[src/rtl/sync_down_counter.sv]
// Loadable synchronous down counter/timer with one-shot and auto-reload modes.
// Optional prescaler enabled by defining SYNC_DOWN_COUNTER_PRESCALE_EN.
module sync_down_counter #(
  parameter int WIDTH    = 4,
  parameter int PRESCALE = 4
) (
  input  logic             clk,
  input  logic             reset,
  input  logic             load,
  input  logic [WIDTH-1:0] load_val,
  input  logic             start,
  input  logic             stop,
  input  logic             mode,
  output logic [WIDTH-1:0] Q,
  output logic             busy,
  output logic             tc,
  output logic             done
);

  typedef enum logic [1:0] {
    IDLE = 2'd0,
    RUN  = 2'd1,
    DONE = 2'd2
  } state_t;

  state_t           state_q, state_d;
  logic [WIDTH-1:0] q_q, q_d;
  logic [WIDTH-1:0] reload_q, reload_d;
  logic             tc_q, tc_d;
  logic             busy_q, done_q;
  logic             tick;

  if (PRESCALE < 1) begin : g_prescale_invalid
    $error("sync_down_counter: PRESCALE must be >= 1");
  end

`ifdef SYNC_DOWN_COUNTER_PRESCALE_EN
  localparam int PRESCALE_W = (PRESCALE > 1) ? $clog2(PRESCALE) : 1;
  localparam logic [PRESCALE_W-1:0] PRE_LAST = PRESCALE_W'(PRESCALE - 1);

  logic [PRESCALE_W-1:0] pre_q, pre_d;

  assign tick = (pre_q == PRE_LAST);

  // Prescale phase restarts whenever counting is (re)started, paused or loaded.
  always_comb begin
    pre_d = '0;
    if (load || stop || (start && state_q != RUN)) begin
      pre_d = '0;
    end else if (state_q == RUN && !tick) begin
      pre_d = pre_q + 1'b1;
    end
  end

  always_ff @(posedge clk) begin
    if (reset) begin
      pre_q <= '0;
    end else begin
      pre_q <= pre_d;
    end
  end
`else
  assign tick = 1'b1;
`endif

  always_comb begin
    state_d  = state_q;
    q_d      = q_q;
    reload_d = reload_q;
    tc_d     = 1'b0;
    if (load) begin
      q_d      = load_val;
      reload_d = load_val;
      state_d  = IDLE;
    end else if (stop) begin
      if (state_q == RUN) begin
        state_d = IDLE;
      end
    end else if (start && state_q != RUN) begin
      // Resume from a held non-zero count; otherwise restart from the reload value.
      if (state_q == IDLE && q_q != '0) begin
        state_d = RUN;
      end else if (reload_q != '0) begin
        q_d     = reload_q;
        state_d = RUN;
      end
    end else if (state_q == RUN && tick) begin
      if (q_q > WIDTH'(1)) begin
        q_d = q_q - 1'b1;
      end else if (q_q == WIDTH'(1)) begin
        q_d  = '0;
        tc_d = 1'b1;
      end else if (mode && reload_q != '0) begin
        q_d = reload_q;
      end else begin
        state_d = DONE;
      end
    end
  end

  always_ff @(posedge clk) begin
    if (reset) begin
      state_q  <= IDLE;
      q_q      <= '0;
      reload_q <= '0;
      tc_q     <= 1'b0;
      busy_q   <= 1'b0;
      done_q   <= 1'b0;
    end else begin
      state_q  <= state_d;
      q_q      <= q_d;
      reload_q <= reload_d;
      tc_q     <= tc_d;
      busy_q   <= (state_d == RUN);
      done_q   <= (state_d == DONE);
    end
  end

  assign Q    = q_q;
  assign busy = busy_q;
  assign tc   = tc_q;
  assign done = done_q;

endmodule
[config.mk]
export PLATFORM = sky130hd
export DESIGN_NAME = sync_down_counter
export DESIGN_NICKNAME = d
export VERILOG_FILES = /design/src/rtl/sync_down_counter.sv
export SDC_FILE = /design/constraint.sdc
export NUM_CORES = 1
export LEC_CHECK = 0
export ABC_CLOCK_PERIOD_IN_PS = 2350
export BUFFER_PORTS_ARGS = -buffer_cell sky130_fd_sc_hd__buf_2
export CAP_MARGIN = 40
export CORE_AREA = 5 5 49 51
export CTS_CLUSTER_DIAMETER = 40
export DETAILED_ROUTE_END_ITERATION = 7
export DIE_AREA = 0 0 54 56
export SETUP_SLACK_MARGIN = 0.05
export SLEW_MARGIN = 20
export SYNTH_ARGS = -nofsm -noshare
export SYNTH_HDL_FRONTEND = slang
export SYNTH_SLANG_ARGS = --single-unit
[constraint.sdc]
create_clock -name clk -period 2.35 [get_ports clk]
set_clock_uncertainty 0.1 [all_clocks]
set_input_delay 0.47 -clock clk [delete_from_list [all_inputs] [get_ports clk]]
set_output_delay 0.47 -clock clk [all_outputs]
set_load 0.005 [all_outputs]
==> summary.md, run 1 <==
| Metric | Value |
|---|---|
| Design Area, Final | 895 sq um |
| Final min period | 2.15 ns |
| Worst VDD drop | 260 uV |
| Pre-CTS setup slack | 0.194 ns |
| Clock slew at reported path FFs | 0.09 ns |
| DRC Markers | 0 |
| Area delta synth->final | 15.7% |
| CP max FO | 4 |
| Top post-synthesis cells by count | 13 x dfxtp_1, 11 x nor2_1, 6 x inv_1 |
| Vias per inst | 5.42 |
| Worst slew pin tran | 0.492 ns |
| Worst skew pair latency | 0.28 ns |
| Initial Util | 40.7% |
| Prevailing post-synth register cell | dfxtp_1 |
| CP max stage cell | dfxtp_1 |
| Startpoint Class | flop |
| Dominant cell type by area after synthesis | dfxtp_1 |
| Worst endpoint required time | 2.45 ns |
| CTS root buffer | clkbuf_4 |
| Maximum level of the CTS H-tree | 1 |
| DRT antenna net count | 0 |
| CTS tree | built |
| Synthesized area | 773 sq um |
| Max stage delay on crit path | 0.39 ns |
| Crit path kind | flop to flop |
| Final Non-Filler Cells | 131 |
| Max Freq | 466 MHz |
| Max-cap violations | 0 |
| First drt pass iteration count | 4 |
| Initial DRC count | 18 |
| Antenna diodes | 0 |
| Final WL | 1860 microns |
| HP Class | input pin to flop |
| Post-DP HPWL | 1360 microns |
| Vias | 710 |
| Crit. End Element | flop |
| WP buf/inv | 1 |
| Initial antenna violation count | 0 |
| CP delay by family, top | compound AO/OA/AOI/OAI gates |
| Slack of the critical path | 0.204 ns |
| Worst-path cell chain | inv_1 -> ha_1 -> or2_2 -> a221o_1 -> nor4b_2 -> a221oi_1 -> o31ai_2 |
| Setup Fix Bufs, Post-CTS | 0 |
| Average size of a mapped cell | 8.79 sq um |
| Final setup viols | 0 |
| Ys async rst share | 0% |
| Top post-synthesis cells by area | dfxtp_1 34%, nor2_1 5.3%, ha_1 4.9% |
| Fin Setup TNS | 0 ns |
| Count leader, synth | dfxtp_1 |
| Number of flops mapped to enable cells by yosys | 0 |
| Ports | 17 |
| Critical Path AT | 2.25 ns |
| CTS buffer count | 3 |
| Lkg Pwr | 0.376 nW |
| Placed Cells | 127 |
| Post-synthesis sequential area ratio | 33.7% |
| Vias in the first global route | 660 |
| Die area | 3020 sq um |
| Final #Nets | 118 |
| Share of cells above drive strength 1 | 26.0% |
| Slew headroom | 66.7% |
| Share of the synthesized area in the top cell type | 33.7% |
| Core area | 1900 sq um |
| Status | finished clean |
| Synthesized net count | 101 |
| Yosys reg bits | 13 |
| Chip width | 54 microns |
| P per Cell Area | 573 nW/um^2 |
| Synth cell types | 40 |
| Clock buffer depth | 2 |
| Die Ht | 56 microns |
| RSZ-0062 raised after global routing | false |
| Syn Inst Count | 88 |
| Total GRT Usage | 13.1% |
| Largest net degree at the start of global routing | 22 |
| Crit share post-route | 91.3% |
| Placement row count | 16 |
| CTS sink count | 13 |
| Fill cells | 199 |
| Pins over their slew limit | 0 |
| Final hold slack | 0.357 ns |
| Grt total ovfl | 0 |
| Wire per inst | 14.2 microns |
| Final hold violation count | 0 |
| Routability Congestion | 0.766 |
| Port bufs | 16 |
| Yosys synthesis warning count | 0 |
| Global-route wire length before repair | 2980 microns |
| Placed inst area | 867 sq um |
-- cell usage in the layout, fill, tap and decap left out, drive strengths merged, types with 2 or more instances in the layout --
master,count
or2,2
nand2b,3
inv,6
mux2i,2
o21ai,2
a221oi,3
nor2b,2
a21oi,5
o32ai,2
buf,17
clkbuf,4
o31ai,2
nor4b,2
o41ai,3
and2,2
nand2,2
nor3b,2
o221ai,2
dfxtp,13
nor2,11
ha,3
-- routing by layer --
layer	track usage [%]	routed length [microns]	part of all wire (%)	vias to the layer above
li1	-	-	-	366
met1	17.3	913	49	324
met2	19.6	844	45	16
met3	3.49	82	4.4	4
met4	5.34	22	1.2	0
met5	0	0	0	-
-- layout make-up --
type                       count  area (sq um)  area share (%)
multi-input combinational     64           463            51.7
sequential                    13           262            29.2
timing repair buffer          17          87.6            9.79
tap                           27          33.8            3.78
clock buffer                   4          26.3            2.94
inverter                       6          22.5            2.52
-- state kept, by name, indices dropped and copies added (netlist names) --
name      cells
state_q       2
reload_q      4
done          1
tc            1
busy          1
Q             4
-- worst min-delay path, cell delays in order --
cell,delay (ns)
buf_2,0.09
nand2_1,0.07
a21oi_1,0.06
-- path summary, 6_finish.rpt --
kind,end,from,slack [ns],cells past startpoint
setup / recovery,Q[3]$_SDFFE_PP0P_,Q[1]$_SDFFE_PP0P_,0.20,7
hold / removal,reload_q[0]$_SDFFE_PP0P_,load_val[0],0.36,3
setup reg to reg,Q[3]$_SDFFE_PP0P_,Q[1]$_SDFFE_PP0P_,0.20,7
hold reg to reg,reload_q[0]$_SDFFE_PP0P_,reload_q[0]$_SDFFE_PP0P_,0.43,2
-- cell families (layout without fill, tap and decap cells) --
kind of cell,count (synthesis),in the layout,share of synthesized area [%]
buf+inv,11,27,6.47
flops,13,13,33.7
simple gates,31,31,23.3
compound gates,28,28,29.1
mux,2,2,2.59
fa+ha+maj,3,3,4.85
-- timing repair --
| item | 4_1_cts | 5_1_grt |
|---|---|---|
| resized for setup | 0 | 1 |
| endpoints found under the setup margin | 0 | 2 |
| hold buffers | 0 | 0 |
-- stage by stage --
step	util [%]	total power, W
2_1_floorplan	-	0.000334
3_3_place_gp	45.6	0.000374
3_5_place_dp	45.6	0.000373
4_1_cts	47.0	0.000513
5_1_grt	47.0	0.000545
6_report	47.0	0.000512
-- power breakdown --
| group | internal [W] | switching, W | total (W) |
|---|---|---|---|
| sequential | 0.000232 | 0.0000134 | 0.000245 |
| combinational | 0.0000576 | 0.0000674 | 0.000125 |
| clock | 0.0000658 | 0.0000763 | 0.000142 |
| total | 0.000355 | 0.000157 | 0.000512 |
No activity file was read; power rests on OpenSTA's default activity.
==> run 2, diff against run 1 <==
--- a/config.mk
+++ b/config.mk
@@ -9,8 +9,9 @@
 export BUFFER_PORTS_ARGS = -buffer_cell sky130_fd_sc_hd__buf_2
 export CAP_MARGIN = 40
-export CORE_AREA = 5 5 49 51
+export CORE_AREA = 2 2 43 45
 export CTS_CLUSTER_DIAMETER = 40
 export DETAILED_ROUTE_END_ITERATION = 7
-export DIE_AREA = 0 0 54 56
+export DIE_AREA = 0 0 45 47
+export PLACE_DENSITY = 0.71
 export SETUP_SLACK_MARGIN = 0.05
 export SLEW_MARGIN = 20
==> constraint.sdc (replaced) <==
create_clock -name clk -period 2.35 [get_ports clk]
set_clock_uncertainty 0.1 [all_clocks]
set_input_delay 0.47 -clock clk [delete_from_list [all_inputs] [get_ports clk]]
set_output_delay 0.47 -clock clk [all_outputs]
set_load 0.05 [all_outputs]
==> summary.md, run 2 (synthesized netlist as in run 1, its figures left out) <==
| Metric | Value |
|---|---|
| Status | finished clean |
| M3 GR Usage | 4.62% (+1.1 points) |
| First drt pass iteration count | 4 (unchanged) |
| CP max FO | 6 (+2) |
| Wire per inst | 14.7 microns (+3.2%) |
| Final WL | 1780 microns (-4.7%) |
| Fin Setup TNS | 0 ns (unchanged) |
| Largest net degree at the start of global routing | 22 (unchanged) |
| Met1 usage | 25.1% (+7.8 points) |
| Final min period | 2.20 ns (+0.0523 ns) |
| Slew headroom | 68.9% (+2.2 points) |
| Grt total ovfl | 0 (unchanged) |
| Vias | 729 (+2.7%) |
| P per Cell Area | 613 nW/um^2 (+7.0%) |
| Vias in the first global route | 604 (-8.5%) |
| Placement row count | 15 (-1) |
| Maximum level of the CTS H-tree | 1 (unchanged) |
| Initial antenna violation count | 0 (unchanged) |
| Grt peak-use layer | met2 |
| R2r worst-path depth | 7 (unchanged) |
| Worst slew pin tran | 0.461 ns (-0.0320 ns) |
| Clock slew at reported path FFs | 0.09 ns (about the same) |
| Most frequent cells in the layout | 16 x buf_2, 11 x dfxtp_1, 11 x nor2_1, 6 x inv_1, 4 x a21oi_1 |
| Chip width | 45 microns (-17%) |
| Worst reg-to-reg setup slack | 0.15 ns (-0.05 ns) |
| Final #Nets | 118 (unchanged) |
| Worst VDD drop | 284 uV (+9.1%) |
| Critical Path AT | 2.32 ns (+0.07 ns) |
| Lkg Pwr | 0.377 nW (+0.18%) |
| Global-route wire length before repair | 2780 microns (-6.7%) |
| Vias per inst | 6.02 (+11%) |
| Most common cell after layout, fill and taps aside | buf_2 |
| CTS sink count | 13 (unchanged) |
| Core area | 1650 sq um (-13%) |
| Reg2Reg Launch Point | Q[0]$_SDFFE_PP0P_ |
| Setup Fix Bufs, Post-CTS | 0 (unchanged) |
| Share of cells above drive strength 1 | 26.9% (+0.96 points) |
| Final setup viols | 0 (unchanged) |
| Crit share post-route | 93.5% (+2.2 points) |
| Max-cap violations | 0 (unchanged) |
| Clock buffer depth | 2 (unchanged) |
| Post-DP HPWL | 1290 microns (-5.3%) |
| Hold path depth | 3 (unchanged) |
| Design Area, Final | 886 sq um (-0.98%) |
| Pins over their slew limit | 0 (unchanged) |
| Met2 Resource Use GR | 27.7% (+8.2 points) |
| Hold Path End | reload_q[2]$_SDFFE_PP0P_ |
| Die area | 2120 sq um (-30%) |
| Die Ht | 47 microns (-16%) |
| HP Class | input pin to flop |
| Ports | 17 (unchanged) |
| Max Freq | 455 MHz (-2.4%) |
| Area delta synth->final | 14.6% |
| Initial DRC count | 21 (+3) |
| Port bufs | 16 (unchanged) |
| Startpoint Class | flop |
| Routability Congestion | 0.850 (+11%) |
| Total GRT Usage | 18.8% (+5.7 points) |
| Antenna diodes | 0 (unchanged) |
| Placed inst area | 857 sq um (-1.2%) |
| Worst endpoint required time | 2.47 ns (+0.02 ns) |
| Crit path kind | flop to flop |
| CTS tree | built |
| RSZ-0062 raised after global routing | false |
| DRT antenna net count | 0 (unchanged) |
| CTS buffer count | 3 (unchanged) |
| DRC Markers | 0 (unchanged) |
| Worst skew pair latency | 0.30 ns (+0.02 ns) |
| Crit. End Element | flop |
| FF-to-FF End | Q[3]$_SDFFE_PP0P_ |
| Initial Util | 46.8% (+6.2 points) |
| Hold Crit Start | load_val[2] |
| CTS root buffer | clkbuf_4 |
| Final hold violation count | 0 (unchanged) |
[run 2: changes by cell type in the layout (fill, tap and decap cells not counted)]
cell     previous run  this run
dfxtp_1            12        11
dfxtp_4             0         1
[run 2: cell type report]
cell class | count | area, sq um
clock buffers | 4 | 26.3
multi-input cells | 64 | 463
inverters | 6 | 22.5
repair buffers | 17 | 87.6
well taps | 17 | 21.3
flip-flops and latches | 13 | 265
fillers | 172 | 766
[run 2: how the worst max path moves through the flow]
stage | depth (start not counted) | endpoint | slack [ns] | start
finish | 7 | Q[3]$_SDFFE_PP0P_ | 0.15 | Q[0]$_SDFFE_PP0P_
global route | 7 | Q[3]$_SDFFE_PP0P_ | 0.06 | Q[0]$_SDFFE_PP0P_
CTS | 7 | Q[3]$_SDFFE_PP0P_ | 0.15 | Q[0]$_SDFFE_PP0P_
detailed placement | 7 | Q[3]$_SDFFE_PP0P_ | 0.18 | Q[0]$_SDFFE_PP0P_
global placement | 7 | Q[3]$_SDFFE_PP0P_ | 0.24 | Q[0]$_SDFFE_PP0P_
floorplan | 7 | Q[3]$_SDFFE_PP0P_ | 0.17 | Q[0]$_SDFFE_PP0P_
[run 2: what timing repair did]
action / CTS / global route
gates resized for setup: 0 / 1
hold buffers: 0 / 0
endpoints found under the setup margin: 0 / 1
[run 2: critical path, stage by stage, from the launching register on]
cell and delay [ns]:
dfxtp_4 0.38, inv_1 0.07, ha_1 0.23, or2_2 0.32
a221o_1 0.39, nor4b_2 0.32, a221oi_1 0.11, o31ai_2 0.19
[run 2: per-layer routing]
layer / vias up / part of all wire (%)
met1: 331 / 48
met2: 27 / 44
li1: 366 / -
met4: 0 / 2.5
met5: - / 0
met3: 5 / 5.4
[run 2: through the flow]
stage | hold WS [ns] | total power (W) | worst slack (ns) | util, % | std cells
after CTS | 0.341 | 0.000541 | 0.150 | 53.5 | 121
after global placement | 0.412 | 0.000395 | 0.243 | 51.9 | 117
after global routing | 0.361 | 0.000564 | 0.0576 | 53.6 | 121
final | 0.338 | 0.000543 | 0.152 | 53.6 | 121
after detailed placement | 0.418 | 0.000396 | 0.183 | 51.9 | 117
after floorplan | 0.388 | 0.000357 | 0.166 | - | 88
[run 2: where the power goes]
group	switching, W	internal, W	leakage, nW
Combinational	0.0000911	0.0000582	0.255
Sequential	0.0000131	0.000232	0.107
Clock	0.0000826	0.0000662	0.0150
==> run 3, diff against run 2 <==
- RECOVER_POWER: default -> 50
==> summary.md, run 3 (synthesized netlist as in run 1, its figures left out) <==
| Metric | Value |
|---|---|
| Total GRT Usage | 18.8% (unchanged) |
| Setup Fix Bufs, Post-CTS | 0 (unchanged) |
| Final min period | 2.22 ns (+0.0260 ns) |
| Critical Path AT | 2.35 ns (+0.03 ns) |
| Final #Nets | 118 (unchanged) |
| Clock slew at reported path FFs | 0.09 ns (about the same) |
| RSZ-0062 raised after global routing | false |
| Global-route wire length before repair | 2780 microns (unchanged) |
| Vias | 725 (-0.55%) |
| CTS buffer count | 3 (unchanged) |
| Worst skew pair latency | 0.30 ns (about the same) |
| Worst endpoint required time | 2.47 ns (about the same) |
| Area delta synth->final | 13.8% |
| Core area | 1650 sq um (unchanged) |
| Wire per inst | 14.6 microns (-0.45%) |
| Startpoint Class | flop |
| HP Class | input pin to flop |
| Final setup viols | 0 (unchanged) |
| Worst VDD drop | 282 uV (-0.77%) |
| Fin Setup TNS | 0 ns (unchanged) |
| Crit share post-route | 94.6% (+1.1 points) |
| CP max stage cell | a221o_1 |
| First drt pass iteration count | 4 (unchanged) |
| Ports | 17 (unchanged) |
| Design Power | 0.000541 W (-0.36%) |
| Vias per inst | 5.99 (-0.55%) |
| P per Cell Area | 615 nW/um^2 (+0.35%) |
| Post-DP HPWL | 1290 microns (unchanged) |
| Max stage delay on crit path | 0.39 ns (about the same) |
| Chip width | 45 microns (unchanged) |
| Max-cap violations | 0 (unchanged) |
| Final hold violation count | 0 (unchanged) |
| Largest net degree at the start of global routing | 22 (unchanged) |
| CTS tree | built |
| Worst slew pin tran | 0.851 ns (+0.391 ns) |
| Grt total ovfl | 0 (unchanged) |
| CTS root buffer | clkbuf_4 |
| Vias in the first global route | 604 (unchanged) |
| WP buf/inv | 1 (unchanged) |
| CTS sink count | 13 (unchanged) |
| Routability Congestion | 0.850 (unchanged) |
| Worst-path cell chain | inv_1 -> ha_1 -> or2_2 -> a221o_1 -> nor4b_2 -> a221oi_1 -> o31ai_2 |
| CP max FO | 6 (unchanged) |
| Initial DRC count | 20 (-4.8%) |
| Clock buffer depth | 2 (unchanged) |
| Pins over their slew limit | 0 (unchanged) |
| Most frequent cells in the layout | 11 x dfxtp_1, 11 x nor2_1, 11 x buf_2, 6 x inv_1, 6 x clkbuf_1 |
| Maximum level of the CTS H-tree | 1 (unchanged) |
| CP delay by family, top | compound AO/OA/AOI/OAI gates |
| Die Ht | 47 microns (unchanged) |
| DRT antenna net count | 0 (unchanged) |
| Status | finished clean |
| DRC Markers | 0 (unchanged) |
| Max Freq | 450 MHz (-1.2%) |
| Antenna diodes | 0 (unchanged) |
| Final WL | 1770 microns (-0.45%) |
| Initial Util | 46.8% (unchanged) |
| Crit path kind | flop to flop |
| Port bufs | 16 (unchanged) |
| Share of cells above drive strength 1 | 22.1% (-4.8 points) |
| Placement row count | 15 (unchanged) |
| Lkg Pwr | 0.357 nW (-5.3%) |
| Slew headroom | 43.2% (-26 points) |
| Crit. End Element | flop |
| Die area | 2120 sq um (unchanged) |
| Initial antenna violation count | 0 (unchanged) |
-- run 3: cell types whose count changed in the layout (fill, tap and decap cells not counted) --
cell      before  now
clkbuf_1       1    6
buf_2         16   11
-- run 3: worst paths after layout --
path	start	endpoint	depth (start not counted)	slack (ns)
setup / recovery	Q[0]$_SDFFE_PP0P_	Q[3]$_SDFFE_PP0P_	7	0.13
setup reg to reg	Q[0]$_SDFFE_PP0P_	Q[3]$_SDFFE_PP0P_	7	0.13
hold / removal	load_val[2]	reload_q[2]$_SDFFE_PP0P_	3	0.34
hold reg to reg	reload_q[0]$_SDFFE_PP0P_	reload_q[0]$_SDFFE_PP0P_	2	0.43
-- run 3: stage by stage --
stage / worst slack, ns / area (sq um) / hold slack (ns) / instances / utilization (%)
floorplan: 0.166 / 776 / 0.388 / 88 / -
global placement: 0.243 / 857 / 0.412 / 117 / 51.9
detailed placement: 0.183 / 857 / 0.418 / 117 / 51.9
CTS: 0.150 / 883 / 0.341 / 121 / 53.5
global route: 0.0291 / 880 / 0.361 / 121 / 53.3
finish: 0.126 / 880 / 0.342 / 121 / 53.3
-- run 3: cell type report --
cell class	instances	area, sq um
clock buffer	4	26.3
tap	17	21.3
fill	176	772
sequential	13	265
multi-input combinational	64	463
timing repair buffer	17	81.3
inverter	6	22.5
-- run 3: power breakdown --
group / total [W] / switching, W / leakage, nW / internal [W]
Clock: 0.000148 / 0.0000818 / 0.0150 / 0.0000662
Combinational: 0.000148 / 0.0000910 / 0.235 / 0.0000573
Sequential: 0.000245 / 0.0000129 / 0.107 / 0.000232
-- run 3: routing by layer --
metal / up-vias / GRT usage [%] / wire length (microns)
met3: 5 / 4.62 / 81
li1: 365 / - / -
met2: 18 / 27.7 / 781
met1: 337 / 25.1 / 860
met4: 0 / 10.6 / 45
met5: - / 0 / 0
-- run 3: repair_timing --
item                                    in CTS  in global routing
endpoints found under the setup margin       0                  1
gates resized for setup                      0                  1
hold buffers                                 0                  0
-- run 3: worst register-to-register path: stages, from the launching register on --
cell and delay [ns]:
dfxtp_4 0.38, inv_1 0.07, ha_1 0.23, or2_2 0.32
a221o_1 0.39, nor4b_2 0.32, a221oi_1 0.11, o31ai_2 0.22
